[src/rtl/fifo_status_ctrl_mc_pkg.sv]
// rtl/fifo_status_ctrl_mc_pkg.sv - shared constants, types and helpers for the FIFO request scheduler
package fifo_status_pkg;

    localparam logic [1:0] ST_IDLE = 2'd0;
    localparam logic [1:0] ST_REQ  = 2'd1;
    localparam logic [1:0] ST_WAIT = 2'd2;
    localparam logic [1:0] ST_FSH  = 2'd3;

    localparam logic [31:0] MODE_LINE = "LINE";
    localparam logic [31:0] MODE_ONCE = "ONCE";

    typedef struct packed {
        logic       hit;
        logic [3:0] idx;
    } pick_t;

    function automatic int clog2(input int n);
        int r;
        r = 0;
        while ((1 << r) < n) r++;
        return r;
    endfunction

    // First set bit of cand scanning ptr+1, ptr+2, ... wrapping at n; ptr itself is checked last.
    function automatic pick_t rr_pick(input logic [15:0] cand, input logic [3:0] ptr, input int n);
        pick_t p;
        int    k;
        p = '0;
        for (int j = 1; j <= 16; j++) begin
            if (j <= n && !p.hit) begin
                k = (int'(ptr) + j) % n;
                if (cand[k]) begin
                    p.hit = 1'b1;
                    p.idx = 4'(k);
                end
            end
        end
        return p;
    endfunction

endpackage

[src/rtl/fifo_status_ctrl_mc_if.sv]
// rtl/fifo_status_ctrl_mc_if.sv - burst request handshake between scheduler and AXI write master
interface fifo_status_ctrl_mc_if #(
    parameter int CHW   = 2,
    parameter int LSIZE = 9
);
    logic             req;
    logic             req_tail;
    logic [CHW-1:0]   req_ch;
    logic [LSIZE-1:0] req_len;
    logic             resp;
    logic             done;

    modport master (output req, req_tail, req_ch, req_len, input resp, done);
    modport slave  (input req, req_tail, req_ch, req_len, output resp, done);
endinterface

[src/rtl/fifo_status_ctrl_mc_tail_catch.sv]
// rtl/fifo_status_ctrl_mc_tail_catch.sv - per-channel sticky tail-pending flag
module fifo_tail_catch (
    input  logic clock,
    input  logic rst_n,
    input  logic tail_i,
    input  logic clr_i,
    output logic pend_o
);
    logic pend_q, pend_d;

    // A new tail pulse beats a simultaneous clear so no end-of-line is lost.
    always_comb pend_d = tail_i | (pend_q & ~clr_i);

    // Pending flag register.
    always_ff @(posedge clock or negedge rst_n) begin
        if (!rst_n) pend_q <= 1'b0;
        else        pend_q <= pend_d;
    end

    assign pend_o = pend_q;
endmodule

[src/rtl/fifo_status_ctrl_mc.sv]
// rtl/fifo_status_ctrl_mc.sv - multi-channel FIFO-level burst request scheduler
module fifo_status_ctrl_mc
    import fifo_status_pkg::*;
#(
    parameter int          CH_NUM    = 4,
    parameter int          CW        = 10,
    parameter int          LSIZE     = 9,
    parameter int          THRESHOLD = 200,
    parameter int          BURST_LEN = 100,
    parameter logic [31:0] MODE      = MODE_LINE
) (
    input  logic                    clock,
    input  logic                    rst_n,
    input  logic [CH_NUM*CW-1:0]    count_i,
    input  logic [CH_NUM-1:0]       line_tail_i,
    input  logic [CH_NUM-1:0]       frame_tail_i,
    input  logic [CH_NUM*LSIZE-1:0] tail_len_i,
    input  logic [CH_NUM-1:0]       fifo_empty_i,
    fifo_status_ctrl_mc_if.master   req_if,
    output logic [CH_NUM-1:0]       burst_done_o,
    output logic [CH_NUM-1:0]       tail_done_o,
    output logic                    busy_o
);
    localparam int CHW = (CH_NUM > 1) ? clog2(CH_NUM) : 1;

    logic [CW-1:0]     count_a    [CH_NUM];
    logic [LSIZE-1:0]  tail_len_a [CH_NUM];
    logic [CH_NUM-1:0] tail_pulse, tail_pend, pend_clr;
    logic [CH_NUM-1:0] burst_exec_q, burst_exec_d;
    logic [1:0]        state_q, state_d;
    logic [CHW-1:0]    ch_q, ch_d, rr_q, rr_d;
    logic              tail_q, tail_d;
    logic [LSIZE-1:0]  len_q, len_d;
    pick_t             tail_pick, burst_pick;

    assign tail_pulse = (MODE == MODE_ONCE) ? frame_tail_i : line_tail_i;

    for (genvar gi = 0; gi < CH_NUM; gi++) begin : g_ch
        assign count_a[gi]      = count_i[gi*CW +: CW];
        assign tail_len_a[gi]   = tail_len_i[gi*LSIZE +: LSIZE];
        assign burst_exec_d[gi] = count_a[gi] > CW'(THRESHOLD);
        // A pend on a drained channel has nothing to move; drop it silently while idle.
        assign pend_clr[gi] = ((state_q == ST_IDLE) && tail_pend[gi] && (count_a[gi] == '0) && fifo_empty_i[gi])
                            | ((state_q == ST_FSH) && tail_q && (ch_q == CHW'(gi)));
        fifo_tail_catch u_catch (
            .clock  (clock),
            .rst_n  (rst_n),
            .tail_i (tail_pulse[gi]),
            .clr_i  (pend_clr[gi]),
            .pend_o (tail_pend[gi])
        );
    end

    // Candidate selection: round-robin within tail and full-burst classes.
    always_comb begin
        tail_pick  = rr_pick(16'(tail_pend & ~fifo_empty_i), 4'(rr_q), CH_NUM);
        burst_pick = rr_pick(16'(burst_exec_q & ~fifo_empty_i), 4'(rr_q), CH_NUM);
    end

    // Arbiter next-state: grant in IDLE, handshake in REQ/WAIT, bookkeeping in FSH.
    always_comb begin
        state_d = state_q;
        ch_d    = ch_q;
        tail_d  = tail_q;
        len_d   = len_q;
        rr_d    = rr_q;
        case (state_q)
            ST_IDLE: begin
                if (tail_pick.hit) begin
                    ch_d    = CHW'(tail_pick.idx);
                    tail_d  = 1'b1;
                    len_d   = tail_len_a[ch_d];
                    state_d = ST_REQ;
                end else if (burst_pick.hit) begin
                    ch_d    = CHW'(burst_pick.idx);
                    tail_d  = 1'b0;
                    len_d   = LSIZE'(BURST_LEN);
                    state_d = ST_REQ;
                end
            end
            ST_REQ:  if (req_if.resp) state_d = req_if.done ? ST_FSH : ST_WAIT;
            ST_WAIT: if (req_if.done) state_d = ST_FSH;
            ST_FSH: begin
                rr_d    = ch_q;
                state_d = ST_IDLE;
            end
            default: state_d = ST_IDLE;
        endcase
    end

    // Arbiter and request registers; ch/len/type only move on a grant.
    always_ff @(posedge clock or negedge rst_n) begin
        if (!rst_n) begin
            state_q      <= ST_IDLE;
            ch_q         <= '0;
            tail_q       <= 1'b0;
            len_q        <= '0;
            rr_q         <= '0;
            burst_exec_q <= '0;
        end else begin
            state_q      <= state_d;
            ch_q         <= ch_d;
            tail_q       <= tail_d;
            len_q        <= len_d;
            rr_q         <= rr_d;
            burst_exec_q <= burst_exec_d;
        end
    end

    // Completion pulses are the FSH state decoded onto the served channel.
    always_comb begin
        burst_done_o = '0;
        tail_done_o  = '0;
        if (state_q == ST_FSH) begin
            if (tail_q) tail_done_o[ch_q]  = 1'b1;
            else        burst_done_o[ch_q] = 1'b1;
        end
    end

    assign req_if.req      = (state_q == ST_REQ);
    assign req_if.req_tail = tail_q;
    assign req_if.req_ch   = ch_q;
    assign req_if.req_len  = len_q;
    assign busy_o          = (state_q != ST_IDLE);
endmodule

[src/flat_wrapper.sv]
// flat-port wrapper written by rule: the top's interface ports become plain ports
module fifo_status_ctrl_mc_flat import fifo_status_pkg::*;
#(
    parameter int          CH_NUM    = 4,
    parameter int          CW        = 10,
    parameter int          LSIZE     = 9,
    parameter int          THRESHOLD = 200,
    parameter int          BURST_LEN = 100,
    parameter logic [31:0] MODE      = MODE_LINE
)
  (clock, rst_n, count_i, line_tail_i, frame_tail_i, tail_len_i, fifo_empty_i, burst_done_o, tail_done_o, busy_o, req_if_req, req_if_req_tail, req_if_req_ch, req_if_req_len, req_if_resp, req_if_done);
  fifo_status_ctrl_mc_if #(.CHW(2), .LSIZE(LSIZE)) req_if_i ();
  input  logic clock;
  input  logic rst_n;
  input  logic [CH_NUM*CW-1:0] count_i;
  input  logic [CH_NUM-1:0] line_tail_i;
  input  logic [CH_NUM-1:0] frame_tail_i;
  input  logic [CH_NUM*LSIZE-1:0] tail_len_i;
  input  logic [CH_NUM-1:0] fifo_empty_i;
  output logic [CH_NUM-1:0] burst_done_o;
  output logic [CH_NUM-1:0] tail_done_o;
  output logic busy_o;
  output wire logic [$bits(req_if_i.req)-1:0] req_if_req;
  output wire logic [$bits(req_if_i.req_tail)-1:0] req_if_req_tail;
  output wire logic [$bits(req_if_i.req_ch)-1:0] req_if_req_ch;
  output wire logic [$bits(req_if_i.req_len)-1:0] req_if_req_len;
  input wire logic [$bits(req_if_i.resp)-1:0] req_if_resp;
  input wire logic [$bits(req_if_i.done)-1:0] req_if_done;
  assign req_if_req = req_if_i.req;
  assign req_if_req_tail = req_if_i.req_tail;
  assign req_if_req_ch = req_if_i.req_ch;
  assign req_if_req_len = req_if_i.req_len;
  assign req_if_i.resp = req_if_resp;
  assign req_if_i.done = req_if_done;
  fifo_status_ctrl_mc #(.CH_NUM(CH_NUM), .CW(CW), .LSIZE(LSIZE), .THRESHOLD(THRESHOLD), .BURST_LEN(BURST_LEN), .MODE(MODE)) u_core (.clock(clock), .rst_n(rst_n), .count_i(count_i), .line_tail_i(line_tail_i), .frame_tail_i(frame_tail_i), .tail_len_i(tail_len_i), .fifo_empty_i(fifo_empty_i), .req_if(req_if_i), .burst_done_o(burst_done_o), .tail_done_o(tail_done_o), .busy_o(busy_o));
endmodule
[config.mk]
export PLATFORM = sky130hd
export DESIGN_NAME = fifo_status_ctrl_mc_flat
export DESIGN_NICKNAME = d
export VERILOG_FILES = /design/src/rtl/fifo_status_ctrl_mc_pkg.sv /design/src/rtl/fifo_status_ctrl_mc_if.sv /design/src/rtl/fifo_status_ctrl_mc_tail_catch.sv /design/src/rtl/fifo_status_ctrl_mc.sv /design/src/flat_wrapper.sv
export SDC_FILE = /design/constraint.sdc
export NUM_CORES = 1
export LEC_CHECK = 0
export CAP_MARGIN = 40
export CORE_ASPECT_RATIO = 0.8
export CORE_MARGIN = 1.5
export CORE_UTILIZATION = 38
export DETAILED_ROUTE_END_ITERATION = 12
export GPL_ROUTABILITY_DRIVEN = 0
export HOLD_SLACK_MARGIN = 0.05
export PLACE_DENSITY_LB_ADDON = 0.2
export RECOVER_POWER = 100
export SLEW_MARGIN = 40
export SYNTH_ARGS = -nofsm -noshare
export SYNTH_HDL_FRONTEND = slang
export SYNTH_SLANG_ARGS = --single-unit
[constraint.sdc]
create_clock -name clock -period 1.8 [get_ports clock]
set_input_delay 0.54 -clock clock [delete_from_list [all_inputs] [get_ports clock]]
set_output_delay 0.54 -clock clock [all_outputs]
set_load 0.03 [all_outputs]
# --- Yosys cells after proc, flatten, opt, wreduce, memory -nomap -nowiden ---
# Cells that the tools add are included.
totals:
  register_bits: 24
  inputBits: 92
  output_inout_bits: 22
  elab_cells: 149
op_classes:
  addsub: 4
  magnitude_cmp: 11
  n_eq_ne: 9
  n_mux: 59
  n_bitwise: 24
  reduce_logical: 32
op_table:
  columns: ["cell", "n"]
  rows:
  - ["$mux W5", 14]
  - ["$gt A10 B8 Y1 const B", 4]
  - ["$logic_not A10 Y1", 4]
  - ["$mux W9", 4]
  - ["$and A4 B16 Y16", 2]
  - ["$bmux W1 S3", 8]
  - ["$lt A3 B6 Y1 const B", 4]
  - ["$mux W1", 20]
  - ["$bmux W9 S2", 1]
  - ["$logic_and A1 B1 Y1", 18]
  - ["$mux W4", 4]
  - ["$not A4 Y16", 1]
  - ["$mux W2", 6]
  - ["$eq A2 B2 Y1 const B", 4]
  - ["$or A1 B1 Y1", 8]
  - ["$pmux W2 S4", 1]
  - ["$reduce_or A2 Y1", 4]
  - ["$add A2 B1 Y2 const B", 2]
  - ["$add A2 B2 Y2 const B", 2]
  - ["$and A1 B1 Y1", 4]
  - ["$and A1 B1 Y1 const A", 4]
  - ["$eq A2 B1 Y1 const B", 2]
  - ["$logic_not A2 Y1", 2]
  - ["$not A1 Y1", 4]
  - ["11 further kinds", 12]

# --- Logic depth before layout (Yosys ltp) ---
# Gate-level depths: netlist of the first run.
logic_depth:
  word_depth: 18
  ltp_mapped: 8

# --- Hierarchy ---
# Synthesis of the first run repeated with hierarchy kept, for this count alone.
hier_totals:
  hier_cells: 206
  hier_area_um2: 1863.0
modules_own_cells:
  columns: ["mod", "n_inst", "cells_each", "area_each_um2"]
  rows:
  - ["fifo_status_ctrl_mc", 1, 194, 1717.9]
  - ["fifo_tail_catch", 4, 3, 36.3]

# --- Worst setup path after synthesis of the first run ---
# No wires, ideal clock.
synth_path:
  kind: "reg-to-output"
  start: "reg u_core.state_q[0]"
  end: "out burst_done_o[0]"
  arrival_time_ns: 1.616
  slack_ns: -0.356
  path_stages_with_launch: 4
  cell_sequence: "dfrtp_1 > ha_1 > nor2b_1 > nor3b_1"
synth_via:
  elab_chain_cells: 2
synth_lines:
  columns: ["item", "line", "rtl"]
  rows:
  - ["start: declaration", "fifo_status_ctrl_mc.sv:30", "logic [1:0] state_q, state_d;"]
  - ["start signal: assignment", "fifo_status_ctrl_mc.sv:101", "state_q <= state_d;"]
  - ["$eq A2 B2 Y1", "fifo_status_ctrl_mc.sv:114", "if (state_q == ST_FSH) begin"]
  - ["$mux W4", "fifo_status_ctrl_mc.sv:114", null]
  - ["end: declaration", "flat_wrapper.sv:20", "output logic [CH_NUM-1:0] burst_done_o;"]
# Every way passes these cells.

# --- Worst setup path after layout of the first run ---
layout_path:
  start: "reg u_core.state_q[1]"
  end: "out tail_done_o[2]"
layout_via:
  elab_chain_cells: 2
layout_lines:
  columns: ["item", "line", "rtl"]
  rows:
  - ["$eq A2 B2 Y1", "fifo_status_ctrl_mc.sv:114", null]
  - ["$mux W4", "fifo_status_ctrl_mc.sv:114", null]
  - ["end: declaration", "flat_wrapper.sv:21", "output logic [CH_NUM-1:0] tail_done_o;"]
# Every way passes these cells.

==> metrics, run 1 <==
routed vias/inst 5.25; status finished with violations; post-route DRC violation count 0; count of H-tree levels built during CTS 1; start point of the worst min-delay path u_core.req_if.req_len[4]$_DFFE_PN0P_; Peak Freq 524 MHz; final net count 455; hold slack final 0.507 ns; number of flip-flops and latches in the synthesized netlist 24; Crit path largest cell delay 0.41 ns; post-layout utilization of the core 75.3%; total met3 wirelength after detailed routing 488 microns; Root Buffer Master sky130_fd_sc_hd__clkbuf_8; Total Routed Length 6480 microns; Synth area leader sky130_fd_sc_hd__dfrtp_1; die width 82.9 microns; fill cell instance count of the final layout 349; delay-heaviest family, CP flip-flops; sum of internal, switching and leakage power 4.64 mW; global-route wire length before repair 9870 microns; number of cells traversed by the worst register-to-register path 6; crit path setup slack, layout -0.110 ns; CP Depth 5; Setup Total Neg Slack -0.749 ns; multiplexer fraction of the synthesized cell area 8.84%; RSZ-0062 raised after global routing yes; HPWL after detailed placement 4740 microns; number of enable-type register cells in the synthesized netlist 0; time the final worst path needs with I/O delays and setup 1.91 ns; launching point of the worst reg2reg path u_core.rr_q[0]$_DFFE_PN0P_; number of top-level pins 114; CP endpoint kind output pin; DRT iter0 DRCs 79; clock latency of the later-clocked register in the worst-skew pair 0.27 ns; wl on met1 2740 microns; number of global-route vias before repair 2178; leakage power of the design 1.52 nW; post-synth cell types 50; Synth Area in Adders 2.58%; VDD IR-drop max 0.737 mV; Post-Syn Nets 302; average cell area after synthesis 9.41 sq um; count leader, synth sky130_fd_sc_hd__dfrtp_1; area overhead of the layout relative to synthesis 92.1%; Final Cycle Share 106%; largest net degree at the start of global routing 25; Worst-Margin Slew 0.602 ns; required time of the critical path 1.26 ns; global route overflow 0; minimum setup slack after placement -0.612 ns; cell types with the highest counts after synthesis sky130_fd_sc_hd__dfrtp_1, sky130_fd_sc_hd__nand2_1, sky130_fd_sc_hd__mux2i_1; die area 5540 sq um; first-pass detailed-route iteration total 4; Antenna Violating Nets Remaining 0; sum of buffers and inverters on the critical path 2; Num CTS Buffers 3; dominant combinational cell family by area after synthesis simple AND/OR/NAND/NOR gates; Clock Path Buffers 2; initial antenna violation count 0; count of clock tree sinks 24; Setup-failing EPs final 9; Overall Global Routing Usage 22.5%; number of vias in the routed layout 2205; clock tree from TritonCTS yes; top-area cell type share of the netlist area 31.0%; critical path type reg -> out; highest metal layer used by the detailed router met4; fraction of the mapped netlist area in simple logic gates 26.6%; Most used DFF post-synth sky130_fd_sc_hd__dfrtp_1; vertical die dimension 66.9 microns; total of hold buffers inserted after clock tree synthesis 0; Hold Path End u_core.req_if.req_len[4]$_DFFE_PN0P_; clk slew on worst S/H paths 0.09 ns; power density over the cells 1250 nW/um^2; element type at the critical path start flop; gate count of the mapped netlist 206; cell with the largest stage delay on the worst path sky130_fd_sc_hd__dfrtp_1; data arrival time of the critical path 1.37 ns; worst min-delay path category reg -> reg; Reg2Reg Capture Point u_core.req_if.req_len[7]$_DFFE_PN0P_; FF-to-FF setup slack 0 ns; share of the synthesized area in compound gates (AO/OA/AOI/OAI) 24.3%; max-slew violation total from the final report 0; share of flip-flops with an asynchronous set or reset 100%; Yosys warnings 0; top fanout value on the critical path 4; failing checks negative setup slack; layout cells sized above 1 34.9%; placement row count 23; number of buffers added on ports 109; cells along the critical path ha_4 -> buf_4 -> nand3_4 -> nor2_2 -> buf_6; synthesized cell area 1940 sq um; core area 4950 sq um; clk_skew 0.00116 ns; xor/xnor cell area share of the yosys netlist 0%; Met2 Wirelength 3150 microns; # Max-Cap Violations 0; relative max-transition margin 59.9%; antenna cells 0; initial core utilization 39.2%; hold path cells 2; hold violation count in the final report 0; sequential area share after synthesis 31.0%; routed wirelength normalized by instance count 15.4 microns; largest cells by area after synthesis sky130_fd_sc_hd__dfrtp_1, sky130_fd_sc_hd__mux2i_1, sky130_fd_sc_hd__nor3b_1
==> flip-flops by register name (all words and copies together) (netlist names) <==
signal	count
u_core.burst_exec_q	4
u_core.state_q	2
u_core.rr_q	2
u_core.req_if.req_ch	2
u_core.g_ch.u_catch.pend_o	4
u_core.req_if.req_len	9
u_core.req_if.req_tail	1
==> report_power, final <==
group          switching, mW  total [mW]  internal [mW]
clock                  0.184       0.379          0.196
combinational           1.76        3.37           1.61
sequential             0.156       0.899          0.743
total                   2.09        4.64           2.55
==> per-layer routing <==
metal  up-vias  track usage [%]
met3        10             6.07
met1      1033             26.4
li1       1072                -
met4         0             7.50
met2        90             40.3
met5         -                0
==> layout by cell type, fill, tap and decap left out, types with 6 or more instances in the layout <==
cell type | netlist | routed
sky130_fd_sc_hd__a211oi_1 | 10 | 10
sky130_fd_sc_hd__buf_4 | 1 | 36
sky130_fd_sc_hd__buf_6 | 3 | 18
sky130_fd_sc_hd__clkdlybuf4s50_1 | 0 | 82
sky130_fd_sc_hd__dfrtp_1 | 24 | 23
sky130_fd_sc_hd__dlygate4sd2_1 | 0 | 11
sky130_fd_sc_hd__inv_1 | 15 | 10
sky130_fd_sc_hd__mux2i_1 | 16 | 13
sky130_fd_sc_hd__nand2_1 | 21 | 18
sky130_fd_sc_hd__nor2_1 | 12 | 8
sky130_fd_sc_hd__nor3b_2 | 0 | 9
sky130_fd_sc_hd__o211ai_1 | 6 | 6
sky130_fd_sc_hd__o21ai_0 | 8 | 8
==> worst register-to-register path, delay by kind of cell (launching register included) <==
family,cells,cell delay (ns)
AOI/OAI and AO/OA,2,0.28
buffers and inverters,1,0.19
DFF,1,0.41
muxes,1,0.19
and+or+nand+nor,2,0.62
==> how the worst max path moves through the flow <==
stage                                              from                                   end  slack [ns]
after floorplan           u_core.state_q[0]$_DFFE_PN0P_                       burst_done_o[0]       -0.06
after detailed placement                fifo_empty_i[3]  u_core.req_if.req_len[1]$_DFFE_PN0P_       -0.61
final                     u_core.state_q[1]$_DFFE_PN0P_                        tail_done_o[2]       -0.11
after global routing      u_core.state_q[0]$_DFFE_PN0P_                       burst_done_o[0]       -0.18
after global placement                  fifo_empty_i[0]   u_core.req_if.req_ch[1]$_DFFE_PN0P_       -0.57
after CTS                 u_core.state_q[0]$_DFFE_PN0P_                        tail_done_o[1]       -0.13
==> layout make-up <==
cell class | instances | area [sq um] | area share (%)
tap | 62 | 77.6 | 2.08
multi-input combinational | 159 | 1440 | 38.7
clock buffer | 4 | 55.1 | 1.48
timing repair buffer | 155 | 1480 | 39.7
sequential | 24 | 602 | 16.2
inverter | 16 | 70.1 | 1.88
==> cells by family (layout without fill, tap and decap cells) <==
family | count (synthesis) | count (layout)
buf+inv | 23 | 175
mux | 17 | 17
compound gates | 53 | 53
flops | 24 | 24
simple gates | 85 | 85
fa+ha+maj | 4 | 4
==> repair_timing <==
item,CTS,global route
gates resized for setup,61,37
cloned,2,0
endpoints found under the setup margin,34,27
buffers inserted,11,2
pin swaps,10,11
==> stage by stage <==
stage	cell area, sq um	std cells
2_1_floorplan	1950	206
4_1_cts	3580	419
3_3_place_gp	3270	402
3_5_place_dp	3270	402
6_report	3730	420
5_1_grt	3730	420
(Power assumes the default switching activity.)
==> run 2, diff against run 1 <==
--- a/config.mk
+++ b/config.mk
@@ -12,7 +12,7 @@
 export DETAILED_ROUTE_END_ITERATION = 12
 export GPL_ROUTABILITY_DRIVEN = 0
 export HOLD_SLACK_MARGIN = 0.05
-export PLACE_DENSITY_LB_ADDON = 0.2
+export PLACE_DENSITY = 0.83
 export RECOVER_POWER = 100
 export SLEW_MARGIN = 40
 export SYNTH_ARGS = -nofsm -noshare
==> metrics, run 2 (synthesis gave the netlist of run 1 again) <==
relative max-transition margin 57.4%; number of global-route vias before repair 2156; VDD IR-drop max 0.891 mV; Met2 Wirelength 3510 microns; core area 4950 sq um; global-route wire length before repair 10300 microns; initial antenna violation count 0; commonest cells after routing, fill and taps aside sky130_fd_sc_hd__clkdlybuf4s50_1, sky130_fd_sc_hd__buf_4, sky130_fd_sc_hd__dfrtp_1; fill cell instance count of the final layout 344; max-slew violation total from the final report 0; Antenna Violating Nets Remaining 0; highest metal layer used by the detailed router met4; wl on met1 3000 microns; number of top-level pins 114; data arrival time of the critical path 1.38 ns; total met3 wirelength after detailed routing 372 microns; Largest register FFs 9; hold path cells 2; required time of the critical path 1.26 ns; initial core utilization 39.2%; placed instance count 402; time the final worst path needs with I/O delays and setup 1.92 ns; Root Buffer Master sky130_fd_sc_hd__clkbuf_8; # Max-Cap Violations 0; Worst-Margin Slew 0.639 ns; count of clock tree sinks 24; crit path setup slack, layout -0.118 ns; Total Routed Length 7020 microns; failing checks negative setup slack; sum of internal, switching and leakage power 4.72 mW; routed wirelength normalized by instance count 16.6 microns; global route overflow 0; Finished Layout Cells 422; antenna cells 0; worst min-delay path category reg -> reg; Setup-failing EPs final 8; Overall Global Routing Usage 23.4%; clk_skew 0.00229 ns; routed vias/inst 5.35; clock tree from TritonCTS yes; layout cells sized above 1 36.7%; HPWL after detailed placement 4780 microns; area overhead of the layout relative to synthesis 92.9%; CP endpoint kind output pin; number of buffers added on ports 109; RSZ-0062 raised after global routing yes; Num CTS Buffers 3; Clock Path Buffers 2; post-route DRC violation count 0; final net count 457; first-pass detailed-route iteration total 4; placement row count 23; DRT iter0 DRCs 150; die area 5540 sq um; leakage power of the design 1.52 nW; die width 82.9 microns; power density over the cells 1260 nW/um^2; commonest non-fill, non-tap cell in the layout sky130_fd_sc_hd__clkdlybuf4s50_1; element type at the critical path start flop; area of the multi-input gates 1460 sq um; total of hold buffers inserted after clock tree synthesis 0; clk slew on worst S/H paths 0.09 ns; Setup Total Neg Slack -0.694 ns; Sequential cell area 602 sq um; vertical die dimension 66.9 microns; status finished with violations; Peak Freq 521 MHz; count of H-tree levels built during CTS 1; top fanout value on the critical path 4; largest net degree at the start of global routing 25; hold violation count in the final report 0; clock latency of the later-clocked register in the worst-skew pair 0.27 ns; Final Cycle Share 107%; critical path type reg -> out; number of cells traversed by the worst register-to-register path 9; number of vias in the routed layout 2258
run 2: cell type report:
type | instances | share of cell area, %
Timing Repair Buffer | 157 | 39.6
Multi-Input combinational cell | 159 | 39.0
Sequential cell | 24 | 16.1
Tap cell | 62 | 2.07
Inverter | 16 | 1.81
Clock buffer | 4 | 1.47
run 2: report_power, final:
part           internal (mW)  switching, mW  leakage (nW)
Sequential             0.743          0.160         0.263
Combinational           1.63           1.81          1.23
Clock                  0.196          0.188        0.0288
run 2: timing repair:
item                                    CTS  global route
pin swaps                                13            21
endpoints found under the setup margin   34            23
resized for setup                        61            45
buffers inserted                         13             4
gates cloned                              1             1
run 2: routing by layer:
layer	global-route usage, %	vias to the layer above
met3	3.35	12
met4	5.00	0
met1	30.3	1073
met5	0	-
met2	42.0	97
li1	-	1076
run 2: final timing paths:
path,start,end,slack (ns)
min in group asynchronous,rst_n,u_core.g_ch[3].u_catch.pend_o$_DFF_PN0_,0.81
hold reg to reg,u_core.req_if.req_len[0]$_DFFE_PN0P_,u_core.req_if.req_len[0]$_DFFE_PN0P_,0.52
max in group asynchronous,rst_n,u_core.state_q[1]$_DFFE_PN0P_,0.54
setup / recovery,u_core.state_q[0]$_DFFE_PN0P_,burst_done_o[0],-0.12
hold / removal,u_core.req_if.req_len[0]$_DFFE_PN0P_,u_core.req_if.req_len[0]$_DFFE_PN0P_,0.52
setup reg to reg,u_core.state_q[0]$_DFFE_PN0P_,u_core.req_if.req_len[8]$_DFFE_PN0P_,0.02
run 2: through the flow:
stage	hold WS, ns	utilization, %	area [sq um]	worst slack [ns]
finish	0.517	75.6	3740	-0.118
global route	0.567	75.6	3740	-0.191
CTS	0.515	72.2	3580	-0.119
detailed placement	0.502	66.4	3290	-0.615
global placement	0.493	66.4	3290	-0.549
floorplan	0.244	-	1950	-0.0593
run 2: worst max-delay path: stages, from the launching register on:
cell and delay [ns]:
sky130_fd_sc_hd__dfrtp_1 0.41, sky130_fd_sc_hd__ha_4 0.18, sky130_fd_sc_hd__nor2b_4 0.16, sky130_fd_sc_hd__nor3b_2 0.17, sky130_fd_sc_hd__buf_4 0.18
